`config.mk`:
```
export PLATFORM = sky130hd
export DESIGN_NAME = hazard_stall_ctrl_flat
export DESIGN_NICKNAME = d
export VERILOG_FILES = /design/src/rtl/hazard_stall_ctrl_pkg.sv /design/src/rtl/hazard_stall_ctrl_if.sv /design/src/rtl/hazard_stall_ctrl_muldiv_busy_cnt.sv /design/src/rtl/hazard_stall_ctrl.sv /design/src/flat_wrapper.sv
export SDC_FILE = /design/constraint.sdc
export NUM_CORES = 1
export LEC_CHECK = 0
export ABC_AREA = 1
export CAP_MARGIN = 40
export CORE_UTILIZATION = 39
export CTS_CLUSTER_DIAMETER = 80
export DETAILED_ROUTE_END_ITERATION = 10
export PLACE_DENSITY = 0.79
export SETUP_SLACK_MARGIN = 0.05
export SLEW_MARGIN = 30
export SYNTH_ARGS = -nofsm -noshare
export SYNTH_HDL_FRONTEND = slang
export SYNTH_SLANG_ARGS = --single-unit
```
`constraint.sdc`:
```
create_clock -name clk -period 1.6 [get_ports clk]
set_input_delay 0.16 -clock clk [delete_from_list [all_inputs] [get_ports clk]]
set_output_delay 0.16 -clock clk [all_outputs]
set_load 0.03 [all_outputs]
```
`src/rtl/hazard_stall_ctrl_pkg.sv`:
```
// Shared types and helpers for the ID-stage hazard/stall controller.
// Package hazard_pkg: stall cause encoding and register-match helper.
package hazard_pkg;

   typedef enum logic [1:0] {
      NONE   = 2'd0,
      FREEZE = 2'd1,
      DATA   = 2'd2,
      MULDIV = 2'd3
   } hz_cause_t;

   localparam logic [4:0] REG_ZERO = 5'd0;

   // $zero is hard-wired, so a write to it never creates a dependency.
   function automatic logic reg_match(input logic [4:0] wr_addr, input logic [4:0] rd_addr);
      return (wr_addr != REG_ZERO) && (wr_addr == rd_addr);
   endfunction

endpackage

```
`src/rtl/hazard_stall_ctrl_if.sv`:
```
// ID-stage hazard bus: pipeline status in, stall/bubble controls out.
interface hazard_stall_ctrl_if;
   import hazard_pkg::*;

   logic       mem_wait;
   logic [4:0] id_rs_addr;
   logic [4:0] id_rt_addr;
   logic       id_uses_rs;
   logic       id_uses_rt;
   logic       id_is_branch;
   logic       id_is_muldiv;
   logic       id_reads_hilo;
   logic       id_ex_RegWrite;
   logic       id_ex_MemRead;
   logic [4:0] id_ex_write_addr;
   logic       ex_mem_MemRead;
   logic [4:0] ex_mem_write_addr;

   logic       pc_hold;
   logic       if_id_hold;
   logic       id_ex_hold;
   logic       id_ex_bubble;
   logic       muldiv_start;
   logic       muldiv_busy;
   hz_cause_t  stall_cause;

   modport master (
      output mem_wait, id_rs_addr, id_rt_addr, id_uses_rs, id_uses_rt, id_is_branch,
             id_is_muldiv, id_reads_hilo, id_ex_RegWrite, id_ex_MemRead, id_ex_write_addr,
             ex_mem_MemRead, ex_mem_write_addr,
      input  pc_hold, if_id_hold, id_ex_hold, id_ex_bubble, muldiv_start, muldiv_busy,
             stall_cause
   );

   modport slave (
      input  mem_wait, id_rs_addr, id_rt_addr, id_uses_rs, id_uses_rt, id_is_branch,
             id_is_muldiv, id_reads_hilo, id_ex_RegWrite, id_ex_MemRead, id_ex_write_addr,
             ex_mem_MemRead, ex_mem_write_addr,
      output pc_hold, if_id_hold, id_ex_hold, id_ex_bubble, muldiv_start, muldiv_busy,
             stall_cause
   );

endinterface

```
`src/rtl/hazard_stall_ctrl_muldiv_busy_cnt.sv`:
```
// Busy counter for the multi-cycle mult/div unit: loads LATENCY on start,
// then counts down to zero. Runs through memory freezes.
module muldiv_busy_cnt #(
   parameter int unsigned LATENCY = 32
) (
   input  logic clk,
   input  logic reset,
   input  logic start,
   output logic busy
);

   localparam int unsigned CNT_W = $clog2(LATENCY + 1);

   logic [CNT_W-1:0] cnt;

   always_ff @(posedge clk) begin
      if (!reset)
         cnt <= '0;
      else if (start)
         cnt <= CNT_W'(LATENCY);
      else if (cnt != '0)
         cnt <= cnt - CNT_W'(1);
   end

   assign busy = (cnt != '0);

endmodule

```
`src/rtl/hazard_stall_ctrl.sv`:
```
// ID-stage stall/bubble scheduler: load-use and branch-in-ID hazards, mult/div
// busy tracking, memory freeze. Optional perf counters via HAZARD_PERF_CNT_EN.
module hazard_stall_ctrl
   import hazard_pkg::*;
#(
   parameter int unsigned MULDIV_LATENCY = 32
`ifdef HAZARD_PERF_CNT_EN
   , parameter int unsigned PERF_W = 32
`endif
) (
   input  logic                  clk,
   input  logic                  reset,
   hazard_stall_ctrl_if.slave    bus
`ifdef HAZARD_PERF_CNT_EN
   , output logic [PERF_W-1:0]   stall_cycles
   , output logic [PERF_W-1:0]   freeze_cycles
`endif
);

   logic      load_use_hz;
   logic      branch_hz;
   logic      data_hz;
   logic      md_hz;
   logic      busy_raw;
   logic      start;
   hz_cause_t cause;

   always_comb begin
      load_use_hz = bus.id_ex_MemRead &&
                    ((bus.id_uses_rs && reg_match(bus.id_ex_write_addr, bus.id_rs_addr)) ||
                     (bus.id_uses_rt && reg_match(bus.id_ex_write_addr, bus.id_rt_addr)));
      // Branches resolve in ID: any producer in EX, or a load still in MEM, is too late to forward.
      branch_hz   = bus.id_is_branch &&
                    ((bus.id_ex_RegWrite &&
                      (reg_match(bus.id_ex_write_addr, bus.id_rs_addr) ||
                       reg_match(bus.id_ex_write_addr, bus.id_rt_addr))) ||
                     (bus.ex_mem_MemRead &&
                      (reg_match(bus.ex_mem_write_addr, bus.id_rs_addr) ||
                       reg_match(bus.ex_mem_write_addr, bus.id_rt_addr))));
      data_hz     = load_use_hz || branch_hz;
      md_hz       = busy_raw && (bus.id_is_muldiv || bus.id_reads_hilo);
   end

   always_comb begin
      cause = NONE;
      if (!reset)
         cause = NONE;
      else if (bus.mem_wait)
         cause = FREEZE;
      else if (data_hz)
         cause = DATA;
      else if (md_hz)
         cause = MULDIV;
   end

   assign start = reset && bus.id_is_muldiv && (cause == NONE);

   muldiv_busy_cnt #(
      .LATENCY(MULDIV_LATENCY)
   ) u_busy_cnt (
      .clk   (clk),
      .reset (reset),
      .start (start),
      .busy  (busy_raw)
   );

   always_comb begin
      bus.pc_hold      = (cause != NONE);
      bus.if_id_hold   = (cause != NONE);
      bus.id_ex_hold   = (cause == FREEZE);
      bus.id_ex_bubble = (cause == DATA) || (cause == MULDIV);
      bus.muldiv_start = start;
      bus.muldiv_busy  = reset && busy_raw;
      bus.stall_cause  = cause;
   end

`ifdef HAZARD_PERF_CNT_EN
   always_ff @(posedge clk) begin
      if (!reset) begin
         stall_cycles  <= '0;
         freeze_cycles <= '0;
      end else begin
         if ((cause == DATA) || (cause == MULDIV))
            stall_cycles <= stall_cycles + PERF_W'(1);
         if (cause == FREEZE)
            freeze_cycles <= freeze_cycles + PERF_W'(1);
      end
   end
`endif

endmodule

```
`src/flat_wrapper.sv`:
```
// flat-port wrapper written by rule: the top's interface ports become plain ports
module hazard_stall_ctrl_flat import hazard_pkg::*;
#(
   parameter int unsigned MULDIV_LATENCY = 32

)
  (clk, reset, bus_mem_wait, bus_id_rs_addr, bus_id_rt_addr, bus_id_uses_rs, bus_id_uses_rt, bus_id_is_branch, bus_id_is_muldiv, bus_id_reads_hilo, bus_id_ex_RegWrite, bus_id_ex_MemRead, bus_id_ex_write_addr, bus_ex_mem_MemRead, bus_ex_mem_write_addr, bus_pc_hold, bus_if_id_hold, bus_id_ex_hold, bus_id_ex_bubble, bus_muldiv_start, bus_muldiv_busy, bus_stall_cause);
  hazard_stall_ctrl_if bus_i ();
  input  logic clk;
  input  logic reset;
  input wire logic [$bits(bus_i.mem_wait)-1:0] bus_mem_wait;
  input wire logic [$bits(bus_i.id_rs_addr)-1:0] bus_id_rs_addr;
  input wire logic [$bits(bus_i.id_rt_addr)-1:0] bus_id_rt_addr;
  input wire logic [$bits(bus_i.id_uses_rs)-1:0] bus_id_uses_rs;
  input wire logic [$bits(bus_i.id_uses_rt)-1:0] bus_id_uses_rt;
  input wire logic [$bits(bus_i.id_is_branch)-1:0] bus_id_is_branch;
  input wire logic [$bits(bus_i.id_is_muldiv)-1:0] bus_id_is_muldiv;
  input wire logic [$bits(bus_i.id_reads_hilo)-1:0] bus_id_reads_hilo;
  input wire logic [$bits(bus_i.id_ex_RegWrite)-1:0] bus_id_ex_RegWrite;
  input wire logic [$bits(bus_i.id_ex_MemRead)-1:0] bus_id_ex_MemRead;
  input wire logic [$bits(bus_i.id_ex_write_addr)-1:0] bus_id_ex_write_addr;
  input wire logic [$bits(bus_i.ex_mem_MemRead)-1:0] bus_ex_mem_MemRead;
  input wire logic [$bits(bus_i.ex_mem_write_addr)-1:0] bus_ex_mem_write_addr;
  output wire logic [$bits(bus_i.pc_hold)-1:0] bus_pc_hold;
  output wire logic [$bits(bus_i.if_id_hold)-1:0] bus_if_id_hold;
  output wire logic [$bits(bus_i.id_ex_hold)-1:0] bus_id_ex_hold;
  output wire logic [$bits(bus_i.id_ex_bubble)-1:0] bus_id_ex_bubble;
  output wire logic [$bits(bus_i.muldiv_start)-1:0] bus_muldiv_start;
  output wire logic [$bits(bus_i.muldiv_busy)-1:0] bus_muldiv_busy;
  output wire logic [$bits(bus_i.stall_cause)-1:0] bus_stall_cause;
  assign bus_i.mem_wait = bus_mem_wait;
  assign bus_i.id_rs_addr = bus_id_rs_addr;
  assign bus_i.id_rt_addr = bus_id_rt_addr;
  assign bus_i.id_uses_rs = bus_id_uses_rs;
  assign bus_i.id_uses_rt = bus_id_uses_rt;
  assign bus_i.id_is_branch = bus_id_is_branch;
  assign bus_i.id_is_muldiv = bus_id_is_muldiv;
  assign bus_i.id_reads_hilo = bus_id_reads_hilo;
  assign bus_i.id_ex_RegWrite = bus_id_ex_RegWrite;
  assign bus_i.id_ex_MemRead = bus_id_ex_MemRead;
  assign bus_i.id_ex_write_addr = bus_id_ex_write_addr;
  assign bus_i.ex_mem_MemRead = bus_ex_mem_MemRead;
  assign bus_i.ex_mem_write_addr = bus_ex_mem_write_addr;
  assign bus_pc_hold = bus_i.pc_hold;
  assign bus_if_id_hold = bus_i.if_id_hold;
  assign bus_id_ex_hold = bus_i.id_ex_hold;
  assign bus_id_ex_bubble = bus_i.id_ex_bubble;
  assign bus_muldiv_start = bus_i.muldiv_start;
  assign bus_muldiv_busy = bus_i.muldiv_busy;
  assign bus_stall_cause = bus_i.stall_cause;
  hazard_stall_ctrl #(.MULDIV_LATENCY(MULDIV_LATENCY)) u_core (.clk(clk), .reset(reset), .bus(bus_i));
endmodule
```
### Yosys cells after proc, flatten, opt, wreduce, memory -nomap -nowiden

Cells that the tools add are included.

* multiplexer cells: 6
* bitwise gates (word level): 1
* equal/unequal tests: 7
* $add $sub $neg: 1
* reductions and logical operators: 28

Operators by type and width (count)
* == test 5 bit: 4
* logical AND 1 bit: 14
* 2-to-1 mux 6 bit: 2
* nonzero test 5 bit: 2
* 2-to-1 mux 2 bit: 4
* logical OR 1 bit: 7
* nonzero test 6 bit: 1
* subtractor 6 x 1 -> 6 bit, second input constant: 1
* == test 2 bit, second input constant: 2
* nonzero test 2 bit: 2
* == test 2 x 1 -> 1 bit, second input constant: 1
* zero test 2 bit: 1
* OR reduction 2 bit: 1
* inverter 1 bit: 1

* register bits: 6
* logic and storage cells: 45
* output and inout bits: 8
* input bits: 31

### Longest topological paths before layout

Gate-level depths: netlist of run 1.

* word-level depth: 13
* depth in mapped cells: 15
* gate-level depth less buffers: 15

### By module

From an unflattened synthesis of run 1, not the netlist that was laid out.

* cell total of the unflattened synthesis: 127
* area total of the unflattened synthesis: 749.5 um^2

Modules (own cells, without submodules)
* hazard_stall_ctrl: cells each 86, area an instance 447.9 um^2, times used 1, seq. area each 0.0 um^2
* muldiv_busy_cnt: cells each 41, area an instance 301.5 um^2, times used 1, seq. area each 120.1 um^2

### Least setup slack after synthesis of run 1

No wires, ideal clock.

* kind: register to output
* start point: register u_core.u_busy_cnt.cnt[0]
* end point: output bus_pc_hold
* data required time: 1440 ps
* path buffers: 1
* cell stages (with the launch flop): 9
* data arrival time: 1575 ps
* slack: -135 ps
* path through: dfxtp_1 inv_1 ha_1 nand4_1 o21ai_0 nand3_2 nand2_4 nand2_1 buf_4

* longest elaborated chain between the ends: 7

RTL lines
* from (decl): line hazard_stall_ctrl_muldiv_busy_cnt.sv:14 `logic [CNT_W-1:0] cnt;`
* from (signal assigned): line hazard_stall_ctrl_muldiv_busy_cnt.sv:20 `cnt <= CNT_W'(LATENCY);`
* from (signal assigned): line hazard_stall_ctrl_muldiv_busy_cnt.sv:22 `cnt <= cnt - CNT_W'(1);`
* nonzero test 6 bit: line hazard_stall_ctrl_muldiv_busy_cnt.sv:25 `assign busy = (cnt != '0);`
* logical AND 1 bit: line hazard_stall_ctrl.sv:41 `md_hz = busy_raw && (bus.id_is_muldiv || bus.id_reads_hilo);`
* 2-to-1 mux 2 bit: line hazard_stall_ctrl.sv:52 `else if (md_hz)`
* 2-to-1 mux 2 bit: line hazard_stall_ctrl.sv:50 `else if (data_hz)`
* 2-to-1 mux 2 bit: line hazard_stall_ctrl.sv:48 `else if (bus.mem_wait)`
* 2-to-1 mux 2 bit: line hazard_stall_ctrl.sv:46 `if (!reset)`
* nonzero test 2 bit
* to (decl): line flat_wrapper.sv:24 `output wire logic [$bits(bus_i.pc_hold)-1:0] bus_pc_hold;`

No other way between the ends.

### Worst setup path in the final report of run 1

* start point: register u_core.u_busy_cnt.cnt[0]
* end point: output bus_muldiv_start

* longest elaborated chain between the ends: 8

RTL lines
* nonzero test 6 bit: line hazard_stall_ctrl_muldiv_busy_cnt.sv:25
* logical AND 1 bit: line hazard_stall_ctrl.sv:41
* 2-to-1 mux 2 bit: line hazard_stall_ctrl.sv:52
* 2-to-1 mux 2 bit: line hazard_stall_ctrl.sv:50
* 2-to-1 mux 2 bit: line hazard_stall_ctrl.sv:48
* 2-to-1 mux 2 bit: line hazard_stall_ctrl.sv:46
* zero test 2 bit: line hazard_stall_ctrl.sv:56 `assign start = reset && bus.id_is_muldiv && (cause == NONE);`
* logical AND 1 bit: line hazard_stall_ctrl.sv:56
* to (decl): line flat_wrapper.sv:28 `output wire logic [$bits(bus_i.muldiv_start)-1:0] bus_muldiv_start;`

No other way between the ends.

==> impl_metrics.ini, run 1 <==
[status]
status = finished, violations left
failed_checks = negative setup slack

[yosys]
yosysSeqAreaShare_pct = 16.0
synth_area_leaders = nand2_1 (21%), dfxtp_1 (16%), xor2_1 (12%)
synth_enable_flop_cells = 0
ys_ff_latch = 6
yosysMostFrequentCell = nand2_1
yosys_warnings = 0
synth_top_cell_area_share_pct = 21.0
synth_nets = 165
yosys.area.top_type = nand2_1
avgSynthCellArea_sq_um = 5.65
syn-instance-count = 133
synthArstFlopShare_pct = 0
ys_types = 21
synth_flop_cell = dfxtp_1
synth.cell_area_sq_um = 752
ys_top_cells_by_count = nand2_1 (42), inv_1 (22), nor2_1 (19)

[global_route]
grt_max_degree = 7
first_global_vias = 902
grt_overflow = 0
grtUsageTotal_pct = 23.7
grt_pass1_wl_um = 3600
antenna_found_initial = 0

[setup_path]
cp-start-kind = register
arrival_ns = 1.51
crit_fanout = 4
end_kind = output pin
cp_data_required_time_ns = 1.44
worst-setup-path-type = register to output pin

[place]
place.gp.congestion = 0.804
io_buffers = 38
placed_cell_area_sq_um = 1180
post-dp-hpwl_um = 1730

[final_layout]
reg_top3 = u_core.u_busy_cnt.cnt: 6 flops
num-nets-final = 217
largest-register = u_core.u_busy_cnt.cnt
final_area_sq_um = 1280
largest_register_ffs = 6
syn_to_final_growth_pct = 70.7
diodes = 0
fillCellCount = 166
drive_gt1_share_pct = 41.5

[sta]
final.setup.tns_ns = -0.0883
setup_viol = 5
maxSlewViolCount = 0
final_min_period_over_clock_period_pct = 104
rsz0062_at_grt = yes
fin_crit_ns = 1.67
hold_viol = 0
slew_headroom_pct = 85.2
clock.fmax_mhz = 600
worst_pin_slew_ns = 0.222
skew_ns = 0.0126
worst_slack_ns = -0.0658

[floorplanning]
coreArea_sq_um = 1760
dieArea_sq_um = 2110
io_pins = 39
rows = 15
start_util_pct = 42.6
die_x_um = 45.9
die_h_um = 45.9

[power]
vdd_drop_max_mv = 0.675
power_density_nw_per_um2 = 1090
cellLeakagePower_nw = 0.703
finalPower_mw = 1.40

[route]
vias = 958
vias_per_cell = 4.61
drt.antenna.violating_nets = 0
drt_wl_total_um = 2290
drc = 0
first_pass_iters = 4
drt-initial-drc-count = 27
wl_per_cell_um = 11.0

[clocking]
cts_tree = done
cts_hold_buf = 0
cts-root-buf = clkbuf_4
cts_max_level = 1
cts.clk_slew.worst_paths_ns = 0.06
cts_made_buffers = 3
clock_path_buffers = 2
clk_latency_ns = 0.27
numClockSinks = 6

[hold_path]
hp-class = register to register

[run]
cap_violations = 0
[routing by layer]
layer,track usage (%),up-vias,part of all wire [%]
li1,-,497,-
met1,27.0,434,42
met2,44.2,22,54
met3,3.97,5,2.7
met4,7.06,0,1.6
met5,0,-,0
[area by class of cell]
cell class | count | area, sq um | area share (%)
clock buffer | 3 | 22.5 | 1.75
timing repair buffer | 48 | 403 | 31.4
tap | 25 | 31.3 | 2.44
inverter | 25 | 97.6 | 7.60
sequential | 6 | 123 | 9.55
multi-input combinational | 101 | 607 | 47.3
[logic make-up after synthesis]
group                      Yosys count  synth area share, %
xor gates and xnor gates            15                 17.5
buffers and inverters               26                 13.5
adders and majority gates            1                 1.66
and+or+nand+nor                     77                 45.8
DFF                                  6                 16.0
AOI/OAI and AO/OA                    8                 5.66
[worst max-delay path: stages (launching register included)]
cell and delay [ns]:
dfxtp_2 0.32, inv_2 0.06, ha_4 0.12, nand4_1 0.13, o21ai_2 0.11, nand3_2 0.10
nand2_4 0.10, nand3_4 0.08, clkinvlp_4 0.08, buf_6 0.12
[report_power, final]
part	switching (mW)	total (mW)	internal, mW
sequential	0.0464	0.271	0.224
clock	0.0709	0.157	0.0860
combinational	0.512	0.972	0.460
total	0.629	1.40	0.770
[worst paths after layout]
path / from / end / slack (ns) / cells after the start
setup / recovery: u_core.u_busy_cnt.cnt[0]$_SDFFE_PP0P_ / bus_muldiv_start / -0.07 / 9
hold / removal: u_core.u_busy_cnt.cnt[4]$_SDFFE_PP0P_ / u_core.u_busy_cnt.cnt[4]$_SDFFE_PP0P_ / 0.48 / 2
setup reg to reg: u_core.u_busy_cnt.cnt[0]$_SDFFE_PP0P_ / u_core.u_busy_cnt.cnt[1]$_SDFFE_PP0P_ / 0.07 / 11
hold reg to reg: u_core.u_busy_cnt.cnt[4]$_SDFFE_PP0P_ / u_core.u_busy_cnt.cnt[4]$_SDFFE_PP0P_ / 0.48 / 2
[timing repair]
action	4_1_cts	5_1_grt
buffers inserted	4	1
pin swaps	26	7
endpoints found under the hold margin	0	0
endpoints found under the setup margin	10	9
resized for setup	108	9
[cells in the final DEF, fill, tap and decap left out, drive strengths merged, types with 2 or more instances in the layout]
| master | n |
|---|---|
| xnor2 | 5 |
| dfxtp | 6 |
| buf | 35 |
| clkbuf | 4 |
| xor2 | 10 |
| clkdlybuf4s15 | 2 |
| a21oi | 2 |
| clkdlybuf4s50 | 10 |
| nand3 | 10 |
| nand2 | 45 |
| inv | 24 |
| nor2 | 20 |
| o21ai | 5 |
[through the flow]
stage          util, %  hold slack [ns]  setup WS, ns  cells
3_3_place_gp      66.9            0.461        -0.322    200
5_1_grt           72.8            0.502        -0.138    208
6_report          72.8            0.478       -0.0658    208
4_1_cts           71.8            0.481       -0.0346    207
2_1_floorplan        -            0.289       -0.0669    133
3_5_place_dp      66.9            0.475        -0.401    200
Power figures use the tool's default switching activity.
==> run 2, diff against run 1 <==
- clock period: 1.6 -> 1.9 ns (I/O delays scaled with it)
==> run 2 against run 1 <==
The flow now finishes without violations. Sequential power decreased by 14%. Cell count fell by 0.96%. Register-to-register slack better by 0.18 ns.
==> impl_metrics.ini, run 2 (same netlist as run 1, synthesis figures left out) <==
[status]
status = finished, final reports clean

[setup_path]
crit_fanout = 4
cp-start-kind = register
cp_data_required_time_ns = 1.71
end_kind = output pin
worst-setup-path-type = register to output pin
arrival_ns = 1.60

[place]
io_buffers = 38
post-dp-hpwl_um = 1760
place.gp.congestion = 0.800

[final_layout]
final_util_pct = 70.8
multi_input_area_sq_um = 574
num-nets-final = 215
drive_gt1_share_pct = 23.2
largest_register_ffs = 6
reg_top3 = u_core.u_busy_cnt.cnt: 6 flops
largest-register = u_core.u_busy_cnt.cnt
mostFrequentLayoutCells = nand2_1 (41), inv_1 (18), dlygate4sd2_1 (18)
ff_latch_area_sq_um = 123
diodes = 0
fillCellCount = 171
final_common_cell = nand2_1
syn_to_final_growth_pct = 66.1

[floorplanning]
start_util_pct = 42.6
io_pins = 39
rows = 15
dieArea_sq_um = 2110
die_x_um = 45.9
coreArea_sq_um = 1760
die_h_um = 45.9

[sta]
maxSlewViolCount = 0
fin_crit_ns = 1.79
clock.fmax_mhz = 557
setup_viol = 0
slew_headroom_pct = 79.3
rsz0062_at_grt = yes
skew_ns = 0.00109
hold_viol = 0
worst_pin_slew_ns = 0.309
final_min_period_over_clock_period_pct = 94.4

[power]
p_clk_share_pct = 10.5
internal-power_uw = 625
switchingPower_uw = 510
vdd_drop_max_mv = 0.469
cellLeakagePower_nw = 0.699
power.share.switching_pct = 44.9
comb_power_share_pct = 68.9
seqPwrFrac_pct = 20.5
finalPower_mw = 1.14
power_density_nw_per_um2 = 909

[route]
drc = 0
vias_per_cell = 4.57
drt_wl_total_um = 2090
first_pass_iters = 4
drt.antenna.violating_nets = 0
wl_per_cell_um = 10.2
drt-initial-drc-count = 11
vias = 941

[clocking]
clock_path_buffers = 2
cts_max_level = 1
cts-root-buf = clkbuf_4
cts_tree = done
numClockSinks = 6
cts_made_buffers = 3
clk_latency_ns = 0.24
cts.clk_slew.worst_paths_ns = 0.05
cts_hold_buf = 0

[global_route]
grt_util_met3_pct = 1.19
first_global_vias = 858
grt_pass1_wl_um = 3140
antenna_found_initial = 0
use_met2_pct = 39.2
grt_max_degree = 5
grt_overflow = 0
grt_use_met1_pct = 22.7
grtUsageTotal_pct = 20.3
grt_busiest_layer = met2

[run]
cap_violations = 0

[hold_path]
hp-class = register to register
==> run 2: cell count changes in the layout (fill, tap and decap cells not counted), moves of 2 or more <==
cell | before | now
nor2_2 | 8 | 3
xnor2_1 | 2 | 5
buf_4 | 16 | 13
buf_6 | 8 | 1
clkdlybuf4s15_2 | 2 | 0
dlygate4sd2_1 | 0 | 18
nor2_1 | 11 | 16
xnor2_2 | 3 | 0
buf_2 | 10 | 0
inv_1 | 16 | 18
==> run 2: worst max-delay path, stage by stage, from the launching register on <==
cell     delay, ns
dfxtp_2       0.32
inv_2         0.07
ha_4          0.15
nand4_1       0.12
buf_4         0.17
o21ai_4       0.06
nand3_2       0.10
nand2_4       0.11
nand2_1       0.08
buf_4         0.17
==> run 2: repair_timing <==
| item | CTS | global route |
|---|---|---|
| gates cloned | 0 | 0 |
| setup buffers | 1 | 2 |
| pin swaps | 7 | 8 |
| gates resized for setup | 26 | 17 |
| setup endpoints to repair | 7 | 6 |
==> run 2: layout make-up <==
type	count	area share [%]
clock buffer	3	1.80
inverter	25	7.52
multi-input combinational	101	46.0
sequential	6	9.82
tap	25	2.51
timing repair buffer	46	32.4
==> run 2: power groups by stage <==
stage	registers (mW)	logic [mW]	clock network, mW
global route	0.238	0.863	0.125
global placement	0.219	0.665	0
detailed placement	0.225	0.693	0
floorplan	0.214	0.455	0
finish	0.233	0.783	0.119
CTS	0.224	0.736	0.121
==> run 2: metal layers <==
| metal | vias to the layer above | routed length (um) |
|---|---|---|
| met2 | 24 | 1170 |
| met5 | - | 0 |
| met3 | 5 | 52 |
| met4 | 0 | 38 |
| li1 | 494 | - |
| met1 | 418 | 836 |
==> run 2: stage by stage <==
step                      worst slack (ns)  instances  cell area, sq um  setup TNS (ns)  hold WS (ns)
after global placement             -0.0868        200              1180          -0.291         0.455
after floorplan                      0.135        133               752               0         0.318
final                                0.106        206              1250               0         0.489
after CTS                           0.0546        204              1200               0         0.479
after global routing              0.000802        206              1250               0         0.512
after detailed placement            -0.147        200              1180          -0.784         0.473
==> run 2: worst paths after layout <==
| check | endpoint | startpoint | slack [ns] | depth (start not counted) |
|---|---|---|---|---|
| setup / recovery | bus_pc_hold | u_core.u_busy_cnt.cnt[0]$_SDFFE_PP0P_ | 0.11 | 9 |
| hold / removal | u_core.u_busy_cnt.cnt[3]$_SDFFE_PP0P_ | u_core.u_busy_cnt.cnt[3]$_SDFFE_PP0P_ | 0.49 | 2 |
| setup reg to reg | u_core.u_busy_cnt.cnt[1]$_SDFFE_PP0P_ | u_core.u_busy_cnt.cnt[0]$_SDFFE_PP0P_ | 0.25 | 12 |
| hold reg to reg | u_core.u_busy_cnt.cnt[3]$_SDFFE_PP0P_ | u_core.u_busy_cnt.cnt[3]$_SDFFE_PP0P_ | 0.49 | 2 |
==> run 3, diff against run 2 <==
- PLACE_DENSITY: 0.79 -> 0.9
- SETUP_SLACK_MARGIN: 0.05 -> 0.15
==> run 3 against run 2 <==
Flip-flop and latch count did not move. Critical path depth did not move. Non-clock buffer count fell by 3. Cell count fell by 1.5%. Wire length fell by 1.2%. Highest routed layer unchanged. Largest cell class unchanged. Largest power group unchanged. Critical path type unchanged. Die area did not move. Register-to-register slack improved by 0.27 ns. Clock power rose by 5%. Global-route usage fell by 0.29 points. Final area fell by 2.8%. Setup slack improved by 0.067 ns. Sequential power barely moved.
==> impl_metrics.ini, run 3 (same netlist as run 1, synthesis figures left out) <==
[status]
status = finished, final reports clean

[run]
cap_violations = 0

[route]
first_pass_iters = 4
wl_per_cell_um = 10.2
drt_wl_total_um = 2070
vias = 917
vias_per_cell = 4.52
drc = 0
drt.antenna.violating_nets = 0
drt-initial-drc-count = 11

[floorplanning]
coreArea_sq_um = 1760
dieArea_sq_um = 2110
start_util_pct = 42.6
die_x_um = 45.9
io_pins = 39
rows = 15
die_h_um = 45.9

[final_layout]
mostFrequentLayoutCells = nand2_1 (41), inv_1 (19), nor2_1 (13)
diodes = 0
syn_to_final_growth_pct = 61.4
fillCellCount = 176
largest-register = u_core.u_busy_cnt.cnt
final_util_pct = 68.8
drive_gt1_share_pct = 28.1
final_common_cell = nand2_1
largest_register_ffs = 6
num-nets-final = 212
fin_cells = 203
reg_top3 = u_core.u_busy_cnt.cnt: 6 flops

[clocking]
cts_made_buffers = 3
cts_hold_buf = 0
numClockSinks = 6
clk_latency_ns = 0.25
cts_max_level = 1
clock_path_buffers = 2
cts.clk_slew.worst_paths_ns = 0.05
cts_tree = done
cts-root-buf = clkbuf_4

[hold_path]
hp-class = register to register

[global_route]
grt_max_degree = 7
grt_pass1_wl_um = 3010
antenna_found_initial = 0
grt_overflow = 0
first_global_vias = 828
grtUsageTotal_pct = 20.0

[power]
internal-power_uw = 614
seqPwrFrac_pct = 20.2
vdd_drop_max_mv = 0.436
comb_power_share_pct = 68.9
power_density_nw_per_um2 = 942
finalPower_mw = 1.14
p_clk_share_pct = 10.9
power.share.switching_pct = 46.3
switchingPower_uw = 530
cellLeakagePower_nw = 0.670

[sta]
worst_slack_ns = 0.173
skew_ns = 0.00128
rsz0062_at_grt = yes
worst_pin_slew_ns = 0.281
maxSlewViolCount = 0
setup_viol = 0
final.setup.tns_ns = 0
slew_headroom_pct = 81.2
clock.fmax_mhz = 579
fin_crit_ns = 1.73
hold_viol = 0
final_min_period_over_clock_period_pct = 90.9

[setup_path]
cp_data_required_time_ns = 1.71
cp-start-kind = register
end_kind = output pin
arrival_ns = 1.54
worst-setup-path-type = register to output pin
crit_fanout = 4

[place]
post-dp-hpwl_um = 1680
post-place-ws_ns = -0.115
io_buffers = 38
place_inst = 198
place.gp.congestion = 0.800
## run 3: cell types whose count changed in the layout (fill, tap and decap cells not counted), moves of 3 or more
cell	before	now
clkdlybuf4s15_1	1	7
nor2_2	3	6
buf_6	1	6
clkbuf_2	1	9
nor2_1	16	13
dlygate4sd2_1	18	4
buf_4	13	7
## run 3: per-layer routing
layer	vias up	track usage [%]	wire, um
li1	491	-	-
met1	391	17.4	786
met2	28	42.3	1120
met3	7	1.98	88
met4	0	10.6	76
met5	-	0	0
## run 3: area by class of cell
class                   count  area, sq um  area share [%]
clock buffers               3         22.5            1.86
inverters                  25         93.8            7.73
well taps                  25         31.3            2.58
repair buffers             43          370            30.5
flip-flops and latches      6          121            10.0
multi-input cells         101          574            47.3
## run 3: repair_timing
item | in CTS | in global routing
pin swaps | 5 | 14
endpoints found under the setup margin | 6 | 7
gates resized for setup | 31 | 37
buffers inserted | 0 | 2
## run 3: path summary, 6_finish.rpt
| path | depth (start not counted) | from | end | slack (ns) |
|---|---|---|---|---|
| min reg2reg | 2 | u_core.u_busy_cnt.cnt[3]$_SDFFE_PP0P_ | u_core.u_busy_cnt.cnt[3]$_SDFFE_PP0P_ | 0.49 |
| max | 9 | u_core.u_busy_cnt.cnt[0]$_SDFFE_PP0P_ | bus_muldiv_start | 0.17 |
| min | 2 | u_core.u_busy_cnt.cnt[3]$_SDFFE_PP0P_ | u_core.u_busy_cnt.cnt[3]$_SDFFE_PP0P_ | 0.49 |
| max reg2reg | 7 | u_core.u_busy_cnt.cnt[1]$_SDFFE_PP0P_ | u_core.u_busy_cnt.cnt[5]$_SDFFE_PN0P_ | 0.52 |
## run 3: power by group through the flow
| stage | clock network, mW | logic [mW] | registers, mW |
|---|---|---|---|
| after global routing | 0.134 | 0.844 | 0.235 |
| final | 0.125 | 0.788 | 0.231 |
| after global placement | 0 | 0.645 | 0.219 |
| after CTS | 0.124 | 0.721 | 0.225 |
| after floorplan | 0 | 0.457 | 0.214 |
| after detailed placement | 0 | 0.689 | 0.224 |
## run 3: worst max-delay path: stages, from the launching register on
cell and delay (ns):
dfxtp_1 0.32, inv_2 0.08, ha_4 0.14, nand4_1 0.13
o21ai_2 0.11, nand3_2 0.11, nand2_4 0.12, nand3_4 0.09
inv_2 0.06, buf_6 0.12
## run 3: metrics by stage
step,hold WS (ns),cell area (sq um)
finish,0.494,1210
global route,0.507,1210
CTS,0.481,1190
detailed placement,0.474,1160
global placement,0.460,1160
floorplan,0.318,754
